<file path="src/rtl/seqdet_pkg.sv">
// Shared types and defaults for the seqdet_sched scheduler and its seq_det detector.
package seqdet_pkg;

    localparam int unsigned DEF_WIDTH = 8;
    localparam int unsigned DEF_CNT_W = 4;

    // Controller phases
    typedef enum logic [1:0] {
        IDLE   = 2'd0,
        SHIFT  = 2'd1,
        REPORT = 2'd2
    } ctrl_state_e;

    // Detector history: S1 "1", S2 "11", S3 "111", S4 "10", S5 "100"
    typedef enum logic [2:0] {
        S0 = 3'd0,
        S1 = 3'd1,
        S2 = 3'd2,
        S3 = 3'd3,
        S4 = 3'd4,
        S5 = 3'd5
    } det_state_e;

endpackage

</file>
<file path="src/rtl/seq_det.sv">
// Six-state Mealy detector: z=1 when w completes "111" (overlapping) or "1001".
// Holds state and drives z=0 while en is low; clr returns it to S0.
module seq_det
    import seqdet_pkg::*;
(
    input  logic Clock,
    input  logic Resetn,
    input  logic clr,
    input  logic en,
    input  logic w,
    output logic z
);

    det_state_e state_q, state_d;

    // State register
    always_ff @(posedge Clock or negedge Resetn) begin
        if (!Resetn) begin
            state_q <= S0;
        end else begin
            state_q <= state_d;
        end
    end

    // Next state and Mealy output
    always_comb begin
        state_d = state_q;
        z       = 1'b0;
        if (clr) begin
            state_d = S0;
        end else if (en) begin
            unique case (state_q)
                S0: state_d = w ? S1 : S0;
                S1: state_d = w ? S2 : S4;
                S2: begin
                    state_d = w ? S3 : S4;
                    z       = w;
                end
                S3: begin
                    state_d = w ? S3 : S4;
                    z       = w;
                end
                S4: state_d = w ? S1 : S5;
                S5: begin
                    state_d = w ? S1 : S0;
                    z       = w;
                end
                default: state_d = S0;
            endcase
        end
    end

endmodule

</file>
<file path="src/rtl/seqdet_sched.sv">
// Two-requester round-robin scheduler feeding words MSB-first into seq_det and
// reporting the hit count per word. Defining SEQDET_SCHED_STATS_EN adds the
// total_cnt accumulator port.
module seqdet_sched
    import seqdet_pkg::*;
#(
    parameter int unsigned WIDTH = DEF_WIDTH,
    parameter int unsigned CNT_W = DEF_CNT_W
) (
    input  logic             Clock,
    input  logic             Resetn,
    input  logic [1:0]       req,
    input  logic [WIDTH-1:0] data0,
    input  logic [WIDTH-1:0] data1,
    output logic [1:0]       gnt,
    output logic             busy,
    output logic             det_w,
    output logic             det_z,
    output logic             done,
    output logic             done_id,
    output logic [CNT_W-1:0] match_cnt
`ifdef SEQDET_SCHED_STATS_EN
    ,
    output logic [15:0]      total_cnt
`endif
);

    localparam int unsigned IDX_W = (WIDTH > 1) ? $clog2(WIDTH) : 1;

    ctrl_state_e      state_q, state_d;
    logic [WIDTH-1:0] sr_q, sr_d;
    logic [IDX_W-1:0] idx_q, idx_d;
    logic [CNT_W-1:0] cnt_q, cnt_d;
    logic [CNT_W-1:0] mcnt_q, mcnt_d;
    logic [1:0]       gnt_q, gnt_d;
    logic             ptr_q, ptr_d;
    logic             id_q, id_d;
    logic             did_q, did_d;
    logic             det_clr, det_en, sel, prio, can_grant;

    // State and datapath registers
    always_ff @(posedge Clock or negedge Resetn) begin
        if (!Resetn) begin
            state_q <= IDLE;
            sr_q    <= '0;
            idx_q   <= '0;
            cnt_q   <= '0;
            mcnt_q  <= '0;
            gnt_q   <= 2'b00;
            ptr_q   <= 1'b0;
            id_q    <= 1'b0;
            did_q   <= 1'b0;
        end else begin
            state_q <= state_d;
            sr_q    <= sr_d;
            idx_q   <= idx_d;
            cnt_q   <= cnt_d;
            mcnt_q  <= mcnt_d;
            gnt_q   <= gnt_d;
            ptr_q   <= ptr_d;
            id_q    <= id_d;
            did_q   <= did_d;
        end
    end

    // Arbitration, sequencing and counting
    always_comb begin
        state_d = state_q;
        sr_d    = sr_q;
        idx_d   = idx_q;
        cnt_d   = cnt_q;
        mcnt_d  = mcnt_q;
        ptr_d   = ptr_q;
        id_d    = id_q;
        did_d   = did_q;
        gnt_d   = 2'b00;
        det_clr = 1'b0;
        det_en  = 1'b0;
        det_w   = 1'b0;

        // gnt is registered, so the choice for the next cycle is made in the
        // cycle before it. The report cycle already favours the other requester
        // so back-to-back words keep a WIDTH+2 cadence.
        can_grant = ((state_q == IDLE) && (gnt_q == 2'b00)) || (state_q == REPORT);
        prio      = (state_q == REPORT) ? ~id_q : ptr_q;
        sel       = (req == 2'b11) ? prio : req[1];
        if (can_grant && (req != 2'b00)) begin
            gnt_d = sel ? 2'b10 : 2'b01;
            id_d  = sel;
        end

        unique case (state_q)
            IDLE: begin
                // gnt_q high marks the grant cycle: sample the word now
                if (gnt_q != 2'b00) begin
                    sr_d    = id_q ? data1 : data0;
                    idx_d   = '0;
                    cnt_d   = '0;
                    det_clr = 1'b1;
                    state_d = SHIFT;
                end
            end
            SHIFT: begin
                det_w  = sr_q[WIDTH-1];
                det_en = 1'b1;
                if (det_z && (cnt_q != {CNT_W{1'b1}})) begin
                    cnt_d = cnt_q + 1'b1;
                end
                sr_d  = sr_q << 1;
                idx_d = idx_q + 1'b1;
                if (idx_q == IDX_W'(WIDTH - 1)) begin
                    mcnt_d  = cnt_d;
                    did_d   = id_q;
                    state_d = REPORT;
                end
            end
            REPORT: begin
                ptr_d   = ~id_q;
                state_d = IDLE;
            end
            default: state_d = IDLE;
        endcase
    end

    seq_det u_seq_det (
        .Clock  (Clock),
        .Resetn (Resetn),
        .clr    (det_clr),
        .en     (det_en),
        .w      (det_w),
        .z      (det_z)
    );

    assign gnt       = gnt_q;
    assign busy      = (state_q == SHIFT) || (state_q == REPORT);
    assign done      = (state_q == REPORT);
    assign done_id   = did_q;
    assign match_cnt = mcnt_q;

`ifdef SEQDET_SCHED_STATS_EN
    logic [15:0] total_q;

    // Running sum of reported counts, wrapping at 2^16
    always_ff @(posedge Clock or negedge Resetn) begin
        if (!Resetn) begin
            total_q <= '0;
        end else if (state_q == REPORT) begin
            total_q <= total_q + 16'(mcnt_q);
        end
    end

    assign total_cnt = total_q;
`endif

endmodule

</file>
<file path="config.mk">
export PLATFORM = sky130hd
export DESIGN_NAME = seqdet_sched
export DESIGN_NICKNAME = d
export VERILOG_FILES = /design/src/rtl/seqdet_pkg.sv /design/src/rtl/seq_det.sv /design/src/rtl/seqdet_sched.sv
export SDC_FILE = /design/constraint.sdc
export NUM_CORES = 1
export LEC_CHECK = 0
export CORE_MARGIN = 1.5
export CORE_UTILIZATION = 50
export CTS_CLUSTER_SIZE = 16
export DETAILED_ROUTE_END_ITERATION = 8
export PLACE_DENSITY = 0.77
export SLEW_MARGIN = 20
export SYNTH_ARGS = -nofsm -noshare
export SYNTH_HDL_FRONTEND = slang
export SYNTH_SLANG_ARGS = --single-unit
</file>
<file path="constraint.sdc">
create_clock -name Clock -period 2.3 [get_ports Clock]
set_clock_uncertainty 0.05 [all_clocks]
set_input_delay 0.23 -clock Clock [delete_from_list [all_inputs] [get_ports Clock]]
set_output_delay 0.23 -clock Clock [all_outputs]
set_load 0.005 [all_outputs]
</file>
==> impl_metrics.tcl, run 1 <==
set metrics [dict create \
    status "completed" \
    ant_nets 0 \
    layout_common_cells "dfrtp_1 (29), clkdlybuf4s50_1 (29), a21oi_1 (17)" \
    cts_buffers 5 \
    routed-via-count 1267 \
    clock-sinks 29 \
    overflow 0 \
    synth_seq_area_share_pct 45.5 \
    seq_power_share_pct 37.4 \
    wl_per_cell_um 13.2 \
    report.final.slew_viol_count 0 \
    synthFlopType "dfrtp_1" \
    clkSlewWorstSetupHoldPaths_ns 0.09 \
    cp_max_fo 6 \
    use_met2_pct 32.5 \
    p_int_mw 1.31 \
    dp_hpwl_um 2420 \
    top_usage_layer "met2" \
    critical_path.top_delay_family "buffers and inverters" \
    nNetsFinal 222 \
    async_flop_share_pct 100 \
    die_w_um 59.5 \
    setup_viol 0 \
    via_per_inst 5.30 \
    fillers 264 \
    place_area_mm2 0.00196 \
    drt_wl_total_um 3160 \
    p_comb_share_pct 48.6 \
    grt_pass1_vias 1230 \
    grt_pass1_wl_um 5390 \
    synth.distinct_cells 43 \
    r2r-start "state_q[0]" \
    dieArea_mm2 0.00354 \
    swShare_pct 40.5 \
    grt_antenna_before_repair 0 \
    critPathRequiredTime_ns 2.02 \
    holdBufCountCts 0 \
    n_antenna_cell 0 \
    critPathKind "flop to output pin" \
    numPortBuffers 30 \
    final_design_area_no_fill_mm2 0.00203 \
    fp.dieH_um 59.5 \
    syn_area_per_cell_um2 10.2 \
    seqCellArea_um2 726 \
    hold_viol_final 0 \
    post-route-drc-count 0 \
    end_kind "output pin" \
    use_met3_pct 4.59 \
    grt_max_degree 30 \
    min_period_ns 2.05 \
    area_growth_pct 27.4 \
    dr.pass1.iters 4 \
    cp-start-kind "flop" \
    clock_path_buffers 2 \
    slowest_delay_ns 0.49 \
    syn_inst 157 \
    htree_levels 2 \
    io_pins 31 \
    cts_tree "done" \
    place_congestion 0.856 \
    tns_ns 0 \
    clock_latency_ns 0.32 \
    multiInputGateArea_um2 826 \
    min_path_type "primary input to async pin" \
    powerDensity_mw_per_mm2 1090 \
    ys_seq_elements 29 \
    r2r-end "sr_q[0]" \
    path_cells "inv_1 -> ha_2 -> nand2_2 -> inv_1 -> clkdlybuf4s50_1" \
    tightestPinTransition_ns 0.481 \
    p_clk_share_pct 14.0 \
    clockRootBuffer "clkbuf_4" \
    cp.arrival_ns 1.77 \
    crit_slowest_cell "clkdlybuf4s50_1" \
    syn-num-nets 184 \
    initial_core_util_pct 52.3 \
    design.core.area_mm2 0.00305 \
    use_met1_pct 26.6 \
    post-route-period-util_pct 89.1 \
    grt.total_usage_pct 20.5 \
    max_slew_margin_pct 67.9 \
    r2r_slack_ns 0.34 \
    drive_gt1_share_pct 12.8 \
    num_rows 20 \
    first_iter_violations 58 \
    max-vdd-ir-drop_mv 0.596 \
    path_common_cell "inv_1" \
    crit_buf_inv 3 \
    p_switching_uw 894 \
    syn_area_mm2 0.00160 \
    p_leak_nw 0.913 \
    rsz0062_at_grt "no" \
    fmax_ghz 0.488 \
    yosys_warnings 0 \
    rr_worst_depth 7 \
    maxCapViolations 0 \
    synth-edff-count 0 \
]
-- synth_stat cells, types with 2 or more instances --
cell type,instances,area [um^2]
a31oi_1,2,12.5
a21oi_1,17,85.1
o21ai_1,10,50.1
dfrtp_1,29,726
o21ai_0,4,20.0
nor2_1,13,48.8
nand2_1,17,63.8
mux2i_1,10,100
mux2_2,2,22.5
a22o_1,2,17.5
o31ai_1,4,30.0
buf_2,3,15.0
inv_1,6,22.5
ha_1,7,87.6
and3_1,2,12.5
nor3_1,2,10.0
-- worst max path at each step --
| stage | endpoint | start | slack (ns) | cells after the start |
|---|---|---|---|---|
| 2_1_floorplan | cnt_q[1] | state_q[1] | 0.48 | 7 |
| 5_1_grt | det_w | state_q[1] | 0.12 | 5 |
| 3_5_place_dp | det_z | state_q[1] | 0.29 | 5 |
| 6_report | det_w | state_q[1] | 0.25 | 5 |
| 4_1_cts | det_z | state_q[0] | 0.0003 | 5 |
| 3_3_place_gp | det_z | state_q[1] | 0.33 | 5 |
-- cell families after synthesis --
family,Yosys count,synth area share (%)
compound gates,49,20.6
xor+xnor,1,0.549
fa+ha+maj,7,5.49
buf+inv,11,3.06
flops,29,45.5
mux,14,9.33
simple gates,46,15.5
-- worst reg2reg max path, cell delays in order, from the launching register on --
cell	delay [ns]
dfrtp_1	0.41
inv_1	0.11
ha_1	0.23
or3b_1	0.45
o21ai_2	0.20
buf_4	0.28
nand2_1	0.07
o31ai_1	0.07
-- cell type report --
| class | count | area share (%) |
|---|---|---|
| inverter | 6 | 1.11 |
| sequential | 29 | 35.7 |
| multi-input combinational | 117 | 40.6 |
| tap | 44 | 2.71 |
| clock buffer | 7 | 2.71 |
| timing repair buffer | 36 | 17.1 |
-- power groups by stage --
stage / Combinational, mW / Sequential (mW) / Clock [mW]
global route: 1.22 / 0.849 / 0.343
CTS: 1.08 / 0.827 / 0.319
detailed placement: 1.07 / 0.836 / 0
floorplan: 0.797 / 0.779 / 0
finish: 1.07 / 0.825 / 0.308
global placement: 1.03 / 0.822 / 0
-- stage by stage --
stage                     worst slack [ns]  instances  hold WS [ns]  utilization, %  total power [mW]
after floorplan                      0.476        157        -0.116               -              1.58
after global placement               0.332        231         0.411            64.3              1.85
after detailed placement             0.289        231         0.417            64.3              1.91
after CTS                         0.000272        238         0.232            66.2              2.23
after global routing                 0.116        239         0.266            66.6              2.41
final                                0.252        239         0.235            66.6              2.21
-- state kept, by name, summed over array words and instances, names as in the netlist --
signal             cells
cnt_q                  4
u_seq_det.state_q      3
idx_q                  3
id_q                   1
state_q                2
ptr_q                  1
done_id                1
match_cnt              4
sr_q                   8
gnt                    2
-- layer usage --
layer	part of all wire [%]	up-vias
met2	51	24
met4	1.3	0
met3	3.6	5
li1	-	645
met1	44	593
met5	0	-
-- repair_timing --
action	in CTS	in global routing
gates cloned	0	0
gates resized for setup	2	1
buffers inserted	0	1
setup endpoints to repair	1	1
hold endpoints to repair	0	0
(Power assumes the default switching activity.)
==> inputs of run 2 (changes only) <==
- clock period: 2.3 -> 2.5 ns (I/O delays scaled with it)
==> impl_metrics.tcl, run 2 (same netlist as run 1, synthesis figures left out) <==
set metrics [dict create \
    status "completed" \
    cp.arrival_ns 2.07 \
    io_pins 31 \
    num_rows 20 \
    fin_cells 241 \
    cts_buffers 5 \
    numPortBuffers 30 \
    dr.pass1.iters 4 \
    grt_pass1_wl_um 5550 \
    die_w_um 59.5 \
    critPathKind "flop to output pin" \
    cp_max_fo 5 \
    tns_ns 0 \
    first_iter_violations 47 \
    wl_met2_um 1670 \
    place_congestion 0.797 \
    final_common_cell "clkdlybuf4s50_1" \
    swShare_pct 42.3 \
    grt_pass1_vias 1230 \
    clkSlewWorstSetupHoldPaths_ns 0.09 \
    ant_nets 0 \
    clockRootBuffer "clkbuf_4" \
    initial_core_util_pct 52.3 \
    grt.total_usage_pct 21.5 \
    p_int_mw 1.18 \
    routed-via-count 1284 \
    layout_common_cells "clkdlybuf4s50_1 (30), dfrtp_1 (29), nand2_1 (17), a21oi_1 (17), nor2_1 (13)" \
    crit_buf_inv 2 \
    slowest_delay_ns 0.55 \
    r2r_slack_ns 0.41 \
    critical_path.top_delay_family "buffers and inverters" \
    fmax_ghz 0.422 \
    rsz0062_at_grt "no" \
    clock-sinks 29 \
    max-vdd-ir-drop_mv 0.674 \
    min_period_ns 2.37 \
    report.final.slew_viol_count 0 \
    setup_viol 0 \
    maxCapViolations 0 \
    post-route-period-util_pct 94.8 \
    seq_power_share_pct 37.3 \
    fp.dieH_um 59.5 \
    top_layer "met4" \
    powerDensity_mw_per_mm2 1000 \
    wl_per_cell_um 13.7 \
    largest_reg_flops 8 \
    wl_met3_um 114 \
    nNetsFinal 223 \
    regMostFlops "sr_q" \
    p_comb_share_pct 49.4 \
    hold_viol_final 0 \
    max_slew_margin_pct 53.7 \
    setup.worst_path.start "state_q[0]" \
    area_growth_pct 27.4 \
    dieArea_mm2 0.00354 \
    p_leak_nw 0.901 \
    overflow 0 \
    wl_met1_um 1480 \
    dp_hpwl_um 2450 \
    min_path_type "primary input to async pin" \
    crit_slowest_cell "clkdlybuf4s50_1" \
    grt_max_degree 30 \
    path_cells "inv_1 -> ha_1 -> o21a_2 -> a211oi_4 -> clkdlybuf4s50_1" \
    p_switching_uw 861 \
    htree_levels 2 \
    cp-start-kind "flop" \
    clock_latency_ns 0.33 \
    design.core.area_mm2 0.00305 \
    numPlacedInstances 230 \
    clock_path_buffers 2 \
    critPathRequiredTime_ns 2.20 \
    tightestPinTransition_ns 0.694 \
    via_per_inst 5.33 \
    cts_tree "done" \
    end_kind "output pin" \
    drt_wl_total_um 3290 \
    post-route-drc-count 0 \
    r2r-start "state_q[0]" \
    drive_gt1_share_pct 13.2 \
    n_antenna_cell 0 \
    cts_resized 0 \
    p_clk_share_pct 13.4 \
    grt_antenna_before_repair 0 \
]
==> run 2: cell type report <==
| class | count | area, um^2 |
|---|---|---|
| sequential | 29 | 726 |
| tap | 44 | 55.1 |
| clock inverter | 3 | 17.5 |
| multi-input combinational | 117 | 821 |
| clock buffer | 5 | 37.5 |
| inverter | 6 | 22.5 |
| fill | 274 | 1020 |
| timing repair buffer | 37 | 353 |
==> run 2: final timing paths <==
check	to	cells past startpoint
setup / recovery	det_z	5
setup reg to reg	cnt_q[2]	6
min in group Clock	match_cnt[3]	2
hold reg to reg	match_cnt[3]	2
hold / removal	id_q	2
max in group asynchronous	sr_q[5]	2
==> run 2: through the flow <==
stage	util [%]	power [mW]	cell area (um^2)	worst slack, ns	hold slack [ns]
floorplan	-	1.45	1600	0.676	-0.0956
global placement	64.0	1.71	1950	0.417	0.413
detailed placement	64.0	1.77	1950	0.366	0.422
CTS	65.8	2.05	2010	0.00784	0.249
global route	66.6	2.21	2030	0.0105	0.265
finish	66.6	2.04	2030	0.131	0.233
==> run 2: timing repair <==
item	in CTS	in global routing
gates cloned	0	0
setup endpoints to repair	1	1
pin swaps	1	1
hold buffers	0	0
setup buffers	0	3
==> run 2: worst register-to-register path: cells and delay by family (launching register included) <==
kind / cells / cell delay (ns)
DFF: 1 / 0.41
adders and majority gates: 1 / 0.23
buffers and inverters: 1 / 0.11
AOI/OAI and AO/OA: 2 / 0.61
and+or+nand+nor: 2 / 0.59
==> run 2: routing by layer <==
| metal | track usage, % | vias up |
|---|---|---|
| met5 | 0 | - |
| met4 | 10.1 | 0 |
| met3 | 4.59 | 2 |
| met2 | 35.2 | 14 |
| met1 | 26.9 | 627 |
| li1 | - | 641 |
==> run 2: power groups by stage <==
stage                     combinational [mW]  clock (mW)  sequential (mW)
after detailed placement                1.00           0            0.769
after CTS                               1.01       0.278            0.760
after global placement                 0.953           0            0.753
after global routing                    1.13       0.304            0.783
after floorplan                        0.733           0            0.717
final                                   1.01       0.273            0.759
==> inputs of run 3 (changes only) <==
- CTS_CLUSTER_SIZE: 16 -> not set
==> results of run 3 <==
No change in the layout: final DEF, timing and power equal those of run 2.
